[src/rtl/mem_req_arbiter_pkg.sv]
// Shared constants for the memory request arbiter: access direction flags,
// default widths, arbiter state encoding and transaction owner encoding.
package mem_req_arbiter_pkg;

    localparam int unsigned ADDR_WIDTH = 32;
    localparam int unsigned DATA_WIDTH = 32;

    localparam logic READ_FLAG  = 1'b0;
    localparam logic WRITE_FLAG = 1'b1;

    // Instruction fetches are always full-word reads.
    localparam logic [2:0] FETCH_LEN = 3'd4;

    typedef enum logic {
        ArbIdle,
        ArbWait
    } arb_state_e;

    typedef enum logic {
        OwnIf,
        OwnLs
    } owner_e;

endpackage

[src/rtl/mem_req_arbiter_req_slot.sv]
// One-deep pulse-capture buffer.
// Ports:
//   clk_i, rst_i   clock, asynchronous active-high reset
//   en_i           global enable; state holds when low
//   req_i          request pulse, payload_i valid with it
//   drop_i         ignore the request pulse at this edge
//   clr_i          empty the slot at this edge
//   take_i         slot is being granted at this edge (may refill at the same edge)
//   valid_o        slot holds a request
//   payload_o      latched payload
//   ovf_o          pulse arrived while the slot was full and not being freed
module mem_req_arbiter_req_slot #(
    parameter int unsigned W = 8
) (
    input  logic         clk_i,
    input  logic         rst_i,
    input  logic         en_i,
    input  logic         req_i,
    input  logic         drop_i,
    input  logic         clr_i,
    input  logic         take_i,
    input  logic [W-1:0] payload_i,
    output logic         valid_o,
    output logic [W-1:0] payload_o,
    output logic         ovf_o
);

    logic         valid_q, valid_d;
    logic [W-1:0] payload_q;
    logic         free;
    logic         accept;

    always_comb begin
        free    = !valid_q || take_i || clr_i;
        accept  = req_i && !drop_i && free;
        ovf_o   = req_i && !drop_i && !free;
        valid_d = valid_q;
        if (accept) begin
            valid_d = 1'b1;
        end else if (take_i || clr_i) begin
            valid_d = 1'b0;
        end
    end

    always_ff @(posedge clk_i or posedge rst_i) begin
        if (rst_i) begin
            valid_q   <= 1'b0;
            payload_q <= '0;
        end else if (en_i) begin
            valid_q <= valid_d;
            if (accept) begin
                payload_q <= payload_i;
            end
        end
    end

    assign valid_o   = valid_q;
    assign payload_o = payload_q;

endmodule

[src/rtl/mem_req_arbiter.sv]
// Front-end arbiter for the byte-serial memory controller. Captures IF and LSU
// request pulses into one-deep slots, issues one transaction at a time with LSU
// priority (IF is granted after at most LS_BURST_MAX consecutive LSU grants),
// routes completions to their owner and squashes flushed reads.
// Ports:
//   clk, rst, rdy            clock, async active-high reset, global enable
//   stop_signal              pipeline flush (level)
//   if_req/if_pc             fetch request; if_done/if_inst fetch completion
//   ls_req/rw/len/addr/wdata LSU request; ls_done/ls_rdata LSU completion
//   mc_*                     controller start/payload and done/rdata
//   busy                     transaction in flight
//   proto_err                sticky: request pulse into an occupied slot
module mem_req_arbiter
    import mem_req_arbiter_pkg::*;
#(
    parameter int unsigned ADDR_W       = ADDR_WIDTH,
    parameter int unsigned DATA_W       = DATA_WIDTH,
    parameter int unsigned LS_BURST_MAX = 4,
    parameter int unsigned CNT_W        = 3
) (
    input  logic              clk,
    input  logic              rst,
    input  logic              rdy,
    input  logic              stop_signal,
    input  logic              if_req,
    input  logic [ADDR_W-1:0] if_pc,
    output logic              if_done,
    output logic [DATA_W-1:0] if_inst,
    input  logic              ls_req,
    input  logic              ls_rw,
    input  logic [2:0]        ls_len,
    input  logic [ADDR_W-1:0] ls_addr,
    input  logic [DATA_W-1:0] ls_wdata,
    output logic              ls_done,
    output logic [DATA_W-1:0] ls_rdata,
    output logic              mc_start,
    output logic              mc_rw,
    output logic [2:0]        mc_len,
    output logic [ADDR_W-1:0] mc_addr,
    output logic [DATA_W-1:0] mc_wdata,
    input  logic              mc_done,
    input  logic [DATA_W-1:0] mc_rdata,
    output logic              busy,
    output logic              proto_err
);

    localparam int unsigned LW = 1 + 3 + ADDR_W + DATA_W;
    localparam logic [CNT_W-1:0] BurstMax = CNT_W'(LS_BURST_MAX);

    arb_state_e        state_q;
    owner_e            owner_q;
    logic              squash_q;
    logic [CNT_W-1:0]  burst_cnt_q;
    logic              if_done_q, ls_done_q, mc_start_q, mc_rw_q, busy_q, proto_err_q;
    logic [DATA_W-1:0] if_inst_q, ls_rdata_q, mc_wdata_q;
    logic [2:0]        mc_len_q;
    logic [ADDR_W-1:0] mc_addr_q;

    logic              if_valid, ls_valid, if_ovf, ls_ovf;
    logic [ADDR_W-1:0] if_slot_pc;
    logic [LW-1:0]     ls_slot;
    logic              ls_slot_rw;
    logic              if_ok, ls_ok, gnt_ls, gnt_if, rd_in_flight, suppress;

    assign ls_slot_rw = ls_slot[LW-1];

    // Flushed entries are not eligible at the flush edge.
    always_comb begin
        if_ok        = if_valid && !stop_signal;
        ls_ok        = ls_valid && !(stop_signal && ls_slot_rw == READ_FLAG);
        gnt_ls       = (state_q == ArbIdle) && ls_ok && (!if_ok || burst_cnt_q < BurstMax);
        gnt_if       = (state_q == ArbIdle) && !gnt_ls && if_ok;
        rd_in_flight = (mc_rw_q == READ_FLAG);
        suppress     = rd_in_flight && (squash_q || stop_signal);
    end

    mem_req_arbiter_req_slot #(
        .W (ADDR_W)
    ) u_if_slot (
        .clk_i     (clk),
        .rst_i     (rst),
        .en_i      (rdy),
        .req_i     (if_req),
        .drop_i    (stop_signal),
        .clr_i     (stop_signal),
        .take_i    (gnt_if),
        .payload_i (if_pc),
        .valid_o   (if_valid),
        .payload_o (if_slot_pc),
        .ovf_o     (if_ovf)
    );

    // Loads are flushed; stores survive a flush.
    mem_req_arbiter_req_slot #(
        .W (LW)
    ) u_ls_slot (
        .clk_i     (clk),
        .rst_i     (rst),
        .en_i      (rdy),
        .req_i     (ls_req),
        .drop_i    (stop_signal && ls_rw == READ_FLAG),
        .clr_i     (stop_signal && ls_slot_rw == READ_FLAG),
        .take_i    (gnt_ls),
        .payload_i ({ls_rw, ls_len, ls_addr, ls_wdata}),
        .valid_o   (ls_valid),
        .payload_o (ls_slot),
        .ovf_o     (ls_ovf)
    );

    always_ff @(posedge clk or posedge rst) begin
        if (rst) begin
            state_q     <= ArbIdle;
            owner_q     <= OwnIf;
            squash_q    <= 1'b0;
            burst_cnt_q <= '0;
            if_done_q   <= 1'b0;
            if_inst_q   <= '0;
            ls_done_q   <= 1'b0;
            ls_rdata_q  <= '0;
            mc_start_q  <= 1'b0;
            mc_rw_q     <= READ_FLAG;
            mc_len_q    <= '0;
            mc_addr_q   <= '0;
            mc_wdata_q  <= '0;
            busy_q      <= 1'b0;
            proto_err_q <= 1'b0;
        end else if (rdy) begin
            mc_start_q <= 1'b0;
            if_done_q  <= 1'b0;
            ls_done_q  <= 1'b0;
            if (if_ovf || ls_ovf) begin
                proto_err_q <= 1'b1;
            end
            case (state_q)
                ArbIdle: begin
                    if (!if_ok) begin
                        burst_cnt_q <= '0;
                    end else if (gnt_ls) begin
                        burst_cnt_q <= (burst_cnt_q == '1) ? burst_cnt_q : burst_cnt_q + 1'b1;
                    end else if (gnt_if) begin
                        burst_cnt_q <= '0;
                    end
                    if (gnt_ls || gnt_if) begin
                        state_q    <= ArbWait;
                        busy_q     <= 1'b1;
                        mc_start_q <= 1'b1;
                    end
                    if (gnt_ls) begin
                        owner_q    <= OwnLs;
                        mc_rw_q    <= ls_slot_rw;
                        mc_len_q   <= ls_slot[LW-2 -: 3];
                        mc_addr_q  <= ls_slot[ADDR_W+DATA_W-1 -: ADDR_W];
                        mc_wdata_q <= ls_slot[DATA_W-1:0];
                    end else if (gnt_if) begin
                        owner_q    <= OwnIf;
                        mc_rw_q    <= READ_FLAG;
                        mc_len_q   <= FETCH_LEN;
                        mc_addr_q  <= if_slot_pc;
                        mc_wdata_q <= '0;
                    end
                end
                ArbWait: begin
                    if (mc_done) begin
                        state_q  <= ArbIdle;
                        busy_q   <= 1'b0;
                        squash_q <= 1'b0;
                        if (!suppress) begin
                            if (owner_q == OwnIf) begin
                                if_done_q <= 1'b1;
                                if_inst_q <= mc_rdata;
                            end else begin
                                ls_done_q  <= 1'b1;
                                ls_rdata_q <= rd_in_flight ? mc_rdata : '0;
                            end
                        end
                    end else if (stop_signal && rd_in_flight) begin
                        squash_q <= 1'b1;
                    end
                end
                default: state_q <= ArbIdle;
            endcase
        end
    end

    assign if_done   = if_done_q;
    assign if_inst   = if_inst_q;
    assign ls_done   = ls_done_q;
    assign ls_rdata  = ls_rdata_q;
    assign mc_start  = mc_start_q;
    assign mc_rw     = mc_rw_q;
    assign mc_len    = mc_len_q;
    assign mc_addr   = mc_addr_q;
    assign mc_wdata  = mc_wdata_q;
    assign busy      = busy_q;
    assign proto_err = proto_err_q;

endmodule

[config.mk]
export PLATFORM = sky130hd
export DESIGN_NAME = mem_req_arbiter
export DESIGN_NICKNAME = d
export VERILOG_FILES = /design/src/rtl/mem_req_arbiter_pkg.sv /design/src/rtl/mem_req_arbiter_req_slot.sv /design/src/rtl/mem_req_arbiter.sv
export SDC_FILE = /design/constraint.sdc
export NUM_CORES = 1
export LEC_CHECK = 0
export ABC_AREA = 1
export BUFFER_PORTS_ARGS = -buffer_cell sky130_fd_sc_hd__clkbuf_2
export CAP_MARGIN = 20
export CORE_ASPECT_RATIO = 0.8
export CORE_MARGIN = 3
export CORE_UTILIZATION = 47
export DETAILED_ROUTE_END_ITERATION = 7
export PLACE_DENSITY = 0.72
export SLEW_MARGIN = 0
export SYNTH_ARGS = -nofsm -noshare
export SYNTH_HDL_FRONTEND = slang
export SYNTH_HIERARCHICAL = 1
export SYNTH_SLANG_ARGS = --single-unit
[constraint.sdc]
create_clock -name clk -period 4.44 [get_ports clk]
set_input_delay 0.666 -clock clk [delete_from_list [all_inputs] [get_ports clk]]
set_output_delay 0.666 -clock clk [all_outputs]
set_load 0.1 [all_outputs]
; Word-level counts from Yosys, hierarchy flattened
; Index checks and enable logic that the tools add are counted.
[classes]
add_sub_neg = 1
reduce_logical = 50
n_lt_le_gt_ge = 1
eq_ne = 5
bitwise_logic = 6
mux = 35
[op_table]
columns = operator, count
row1 = $mux 32, 5
row2 = $mux 1, 22
row3 = $mux 3, 6
row4 = $logic_and 1x1->1, 16
row5 = $logic_or 1x1->1, 10
row6 = $reduce_and 2->1, 5
row7 = $reduce_and 5->1, 2
row8 = $logic_not 1->1, 9
row9 = $reduce_and 3->1, 3
row10 = $reduce_bool 2->1, 4
row11 = $not 1->1, 6
row12 = $pmux 1 s2, 2
row13 = $reduce_and 4->1, 1
row14 = $add 3x1->3 const B, 1
row15 = $eq 3x3->1 const B, 1
row16 = $lt 3x3->1 const B, 1
row17 = $ne 3x1->1 const B, 1
row18 = $ne 3x3->1 const B, 1
row19 = $ne 2x1->1 const B, 1
row20 = $ne 2x2->1 const B, 1
[word_totals]
in_bits = 139
output_inout_bits = 137
reg_bits = 245

; Depth between registers and ports, before layout
[logic_depth]
depth_word = 15
depth_mapped = 14
mapped_depth_nobuf = 11

; Modules after synthesis
; The synthesis kept the hierarchy.
[modules_own_cells]
columns = module, cells_each, seq_area_each_um2, n_inst, area_per_inst_um2
row1 = mem_req_arbiter, 740, 3578.4, 1, 6190.9
row2 = mem_req_arbiter_req_slot (u_ls_slot), 305, 1726.7, 1, 2750.1
row3 = mem_req_arbiter_req_slot (u_if_slot), 149, 825.8, 1, 1362.6

; Worst setup path before layout
; OpenSTA, ideal clock, no wires.
[synth_path]
path_type = input port to flip-flop
startpoint = input stop_signal
endpoint = register proto_err_q, in the netlist proto_err
setup_time_ns = 0.123
arrival_time_ns = 2.092
setup_slack_ns = 2.225
cell_stages = 14
path_cell_list = inv_2 -> nor2_4 -> nor2_4 -> buf_6 -> nand2_8 -> inv_6 -> buf_6 -> nor2_1 -> nand2_2 -> buf_2 -> buf_2 -> nor2_1 -> o21ai_0 -> nand2_1
[synth_via]
word_cells_on_any_way = 26
cone_classes = reduce/logical (26)
[synth_rtl]
columns = element, line_no
row1 = start: declaration, mem_req_arbiter.sv:24  ; input logic stop_signal,
row2 = $logic_and 1x1->1 or $logic_not 1->1 (tied branches), "mem_req_arbiter.sv:70, mem_req_arbiter.sv:69"
row3 = $logic_not 1->1 or $logic_and 1x1->1 (tied branches), "mem_req_arbiter.sv:70, mem_req_arbiter.sv:69"
row4 = $logic_and 1x1->1 or $logic_not 1->1 (tied branches), --
row5 = $logic_and 1x1->1 or $logic_or 1x1->1 (tied branches), mem_req_arbiter.sv:71  ; gnt_ls = (state_q == ArbIdle) && ls_ok && (!if_ok || burst_cnt_q < BurstMax);
row6 = $logic_and 1x1->1 (*), mem_req_arbiter.sv:71
row7 = via gnt_ls, mem_req_arbiter.sv:63  ; logic if_ok, ls_ok, gnt_ls, gnt_if, rd_in_flight, suppress;
row8 = $logic_or 1x1->1 (*) (2 in a row), mem_req_arbiter_req_slot.sv:34  ; free = !valid_q || take_i || clr_i;
row9 = $logic_not 1->1 (*), mem_req_arbiter_req_slot.sv:36  ; ovf_o = req_i && !drop_i && !free;
row10 = $logic_and 1x1->1 (*), mem_req_arbiter_req_slot.sv:36
row11 = via ls_ovf, mem_req_arbiter.sv:59  ; logic if_valid, ls_valid, if_ovf, ls_ovf;
row12 = $logic_or 1x1->1 (*), mem_req_arbiter.sv:131  ; if (if_ovf || ls_ovf) begin
row13 = $reduce_and 2->1 (no line) (*), --
row14 = end signal: assignment, mem_req_arbiter.sv:126  ; proto_err_q <= 1'b0;
row15 = end signal: assignment, mem_req_arbiter.sv:132  ; proto_err_q <= 1'b1;
row16 = end: declaration, mem_req_arbiter.sv:54  ; logic if_done_q, ls_done_q, mc_start_q, mc_rw_q, busy_q, proto_err_q;
; The timed path passes the listed nets; every way through them passes the cells marked *.
; A chain may end at the register's enable or synchronous reset.

; Final worst setup path
[layout_path]
startpoint = register u_if_slot.valid_q, in the netlist u_if_slot/valid_o
endpoint = register u_ls_slot.payload_q[42], in the netlist u_ls_slot/payload_o[42]
[layout_via]
elab_chain_cells = 8
[layout_lines]
columns = element, line_no
row1 = start: declaration, mem_req_arbiter_req_slot.sv:28  ; logic valid_q, valid_d;
row2 = start signal: assignment, mem_req_arbiter_req_slot.sv:50  ; valid_q <= valid_d;
row3 = $logic_and 1x1->1, mem_req_arbiter.sv:69  ; if_ok = if_valid && !stop_signal;
row4 = $logic_not 1->1, --
row5 = $logic_or 1x1->1, mem_req_arbiter.sv:71
row6 = $logic_and 1x1->1, mem_req_arbiter.sv:71
row7 = $logic_or 1x1->1 (2 in a row), mem_req_arbiter_req_slot.sv:34
row8 = $logic_and 1x1->1, mem_req_arbiter_req_slot.sv:35  ; accept = req_i && !drop_i && free;
row9 = $reduce_and 2->1 (no line), --
row10 = end signal: assignment, mem_req_arbiter_req_slot.sv:52  ; payload_q <= payload_i;
row11 = end: declaration, mem_req_arbiter_req_slot.sv:29  ; logic [W-1:0] payload_q;
; No other way between the ends.

==> impl_metrics.json <==
{
  "cts_buffer_depth": 3,
  "syn_inst": 1194,
  "wl_mm": 27.45,
  "rows": 47,
  "drt_iter0_markers": 775,
  "drive_above_1_share_pct": 23.90,
  "via_per_inst": 5.077,
  "critical_path_class": "flop to flop",
  "placed_cells_incl_taps": 1674,
  "endpoint_kind": "flop",
  "syn_to_final_growth_pct": 21.17,
  "drv_cap": 0,
  "worstPathMaxFanout": 37,
  "drtPass1Iterations": 6,
  "drc": 0,
  "clock_latency_ps": 510,
  "start_kind": "flop",
  "grt_overflow": 0,
  "setup_tns_ps": 0,
  "reg2reg_from": "u_if_slot/valid_o$_DFFE_PP0P_",
  "cp.arrival_ps": 3830,
  "min_path_type": "primary input to asynchronous set/reset pin",
  "synth.distinct_cells": 25,
  "crit_path_start": "u_if_slot/valid_o$_DFFE_PP0P_",
  "fin_util_pct": 59.14,
  "die_w_um": 171.5,
  "fin_crit_ps": 3387,
  "r2r_slack_ps": 1050,
  "synthFlopType": "dfrtp_1",
  "grt_usage_pct": 23.15,
  "cts.clk_slew.worst_paths_ps": 60,
  "required_ps": 4880,
  "start_util_pct": 48.81,
  "mostFrequentLayoutCells": "nand2_1 (540), clkbuf_2 (275), dfrtp_1 (245)",
  "grt_pass1_vias": 8635,
  "synth_edf_count": 0,
  "timing.hold.ws_ps": 211.5,
  "slew_headroom_pct": 43.81,
  "cts_resized": 0,
  "io_pins": 276,
  "syn_area_um2": 10300,
  "post_cts_buffers": 0,
  "rsz0062_at_grt": "no",
  "core_area_um2": 21110,
  "worst_pin_slew_ps": 840.9,
  "final_antenna_net_count": 0,
  "gp_congestion": 0.8109,
  "synth_nets": 1335,
  "numPortBuffers": 275,
  "ys_ff_latch": 245,
  "rr_worst_depth": 9,
  "synth.avg_cell_area_um2": 8.630,
  "status": "finished, final reports clean",
  "die_y_um": 138.4,
  "antenna_cells": 0,
  "via_count": 8718,
  "final_common_cell": "nand2_1",
  "clock-skew-final_ps": 7.815,
  "synthArstFlopShare_pct": 100.0,
  "r2r-end": "u_ls_slot/payload_o[42]$_DFFE_PP0P_",
  "hpwlAfterDp_mm": 18.10,
  "cts_tree": "done",
  "setup_viol": 0,
  "dieArea_um2": 23750,
  "htreeDepth": 1,
  "cts_buffers": 25,
  "hold_viol": 0,
  "grt_pass1_wl_mm": 45.06,
  "drv_slew": 0,
  "wire_per_inst_um": 15.99,
  "max_freq_ghz": 0.2953,
  "cts-root-buf": "clkbuf_16",
  "grt_max_degree": 114,
  "endpoint": "u_ls_slot/payload_o[42]$_DFFE_PP0P_",
  "cts_hold_buffers": 0,
  "yosys_warnings": 6,
  "synth_top_cells_by_area": "dfrtp_1 (60%), nand2_1 (20%), nand3_1 (8.3%)",
  "synth.top_cell.area_share_pct": 59.50,
  "fin_cells": 1717,
  "synth_top_area_cell": "dfrtp_1",
  "ys_seq_area_share_pct": 59.50,
  "clkSinkCount": 245,
  "antenna_found_initial": 1,
  "nNetsFinal": 1574,
  "fin_crit_sh_pct": 76.28
}
cell usage after synthesis, types with 2 or more instances:
cell type,number
buf_1,5
buf_2,35
buf_4,10
buf_6,13
clkbuf_1,12
dfrtp_1,245
ha_1,2
inv_1,50
inv_2,3
nand2_1,540
nand2_2,5
nand3_1,171
nand4_1,4
nor2_1,7
nor2_2,3
nor2_4,4
o21ai_0,43
o21ai_1,35
routing by layer:
layer  part of all wire (%)  GRT usage (%)
met1                     46          34.47
met5                  0.047              0
met2                     44          35.37
met4                    2.7          6.139
met3                    7.4          3.938
worst max-delay path: stages (launching register included):
cell and delay (ps):
dfrtp_1 410, nand3_2 640, nand2_8 540, inv_6 180, nor2_1 190, nand2_2 90
nand2_2 520, buf_4 480, nand2_1 140, nand2_1 90
worst min path at each step:
stage | endpoint | slack, ps | depth (start not counted)
after floorplan | u_if_slot/payload_o[0]$_DFFE_PP0P_ | 440 | 2
after global placement | proto_err$_DFFE_PP0P_ | 450 | 2
after detailed placement | mc_wdata[9]$_DFFE_PP0P_ | 460 | 2
after CTS | u_ls_slot/payload_o[52]$_DFFE_PP0P_ | 200 | 2
after global routing | u_ls_slot/payload_o[56]$_DFFE_PP0P_ | 240 | 2
final | u_ls_slot/payload_o[56]$_DFFE_PP0P_ | 210 | 2
stage by stage:
step                instance area (um^2)  setup slack [ps]
floorplan                          10310              1983
global placement                   11680             699.7
detailed placement                 11680             570.6
CTS                                12460              1048
global route                       12480             757.6
finish                             12480              1053
kinds of logic (layout without fill, tap and decap cells):
kind of cell	count (synthesis)	after routing	share of synthesized area [%]
compound gates	80	80	3.922
buf+inv	130	384	6.533
simple gates	737	737	29.80
flops	245	245	59.50
fa+ha+maj	2	2	0.2428
cell type report:
class / instances / area (um^2)
repair buffers: 287 / 1499
well taps: 269 / 336.6
inverters: 55 / 217.7
fillers: 1924 / 8627
clock buffers: 39 / 738.2
flip-flops and latches: 245 / 6131
clock inverters: 3 / 40.04
multi-input cells: 819 / 3522
registers in the layout (all words and copies together), names as in the netlist, 3 cells and up:
register / flops
burst_cnt_q: 3
if_inst: 32
ls_rdata: 32
mc_addr: 32
mc_len: 3
mc_wdata: 32
u_if_slot/payload_o: 32
u_ls_slot/payload_o: 68
Power is left out: the tool's default activity adds up to more than one toggle a clock period on the data nets, which glitch-free logic cannot reach.
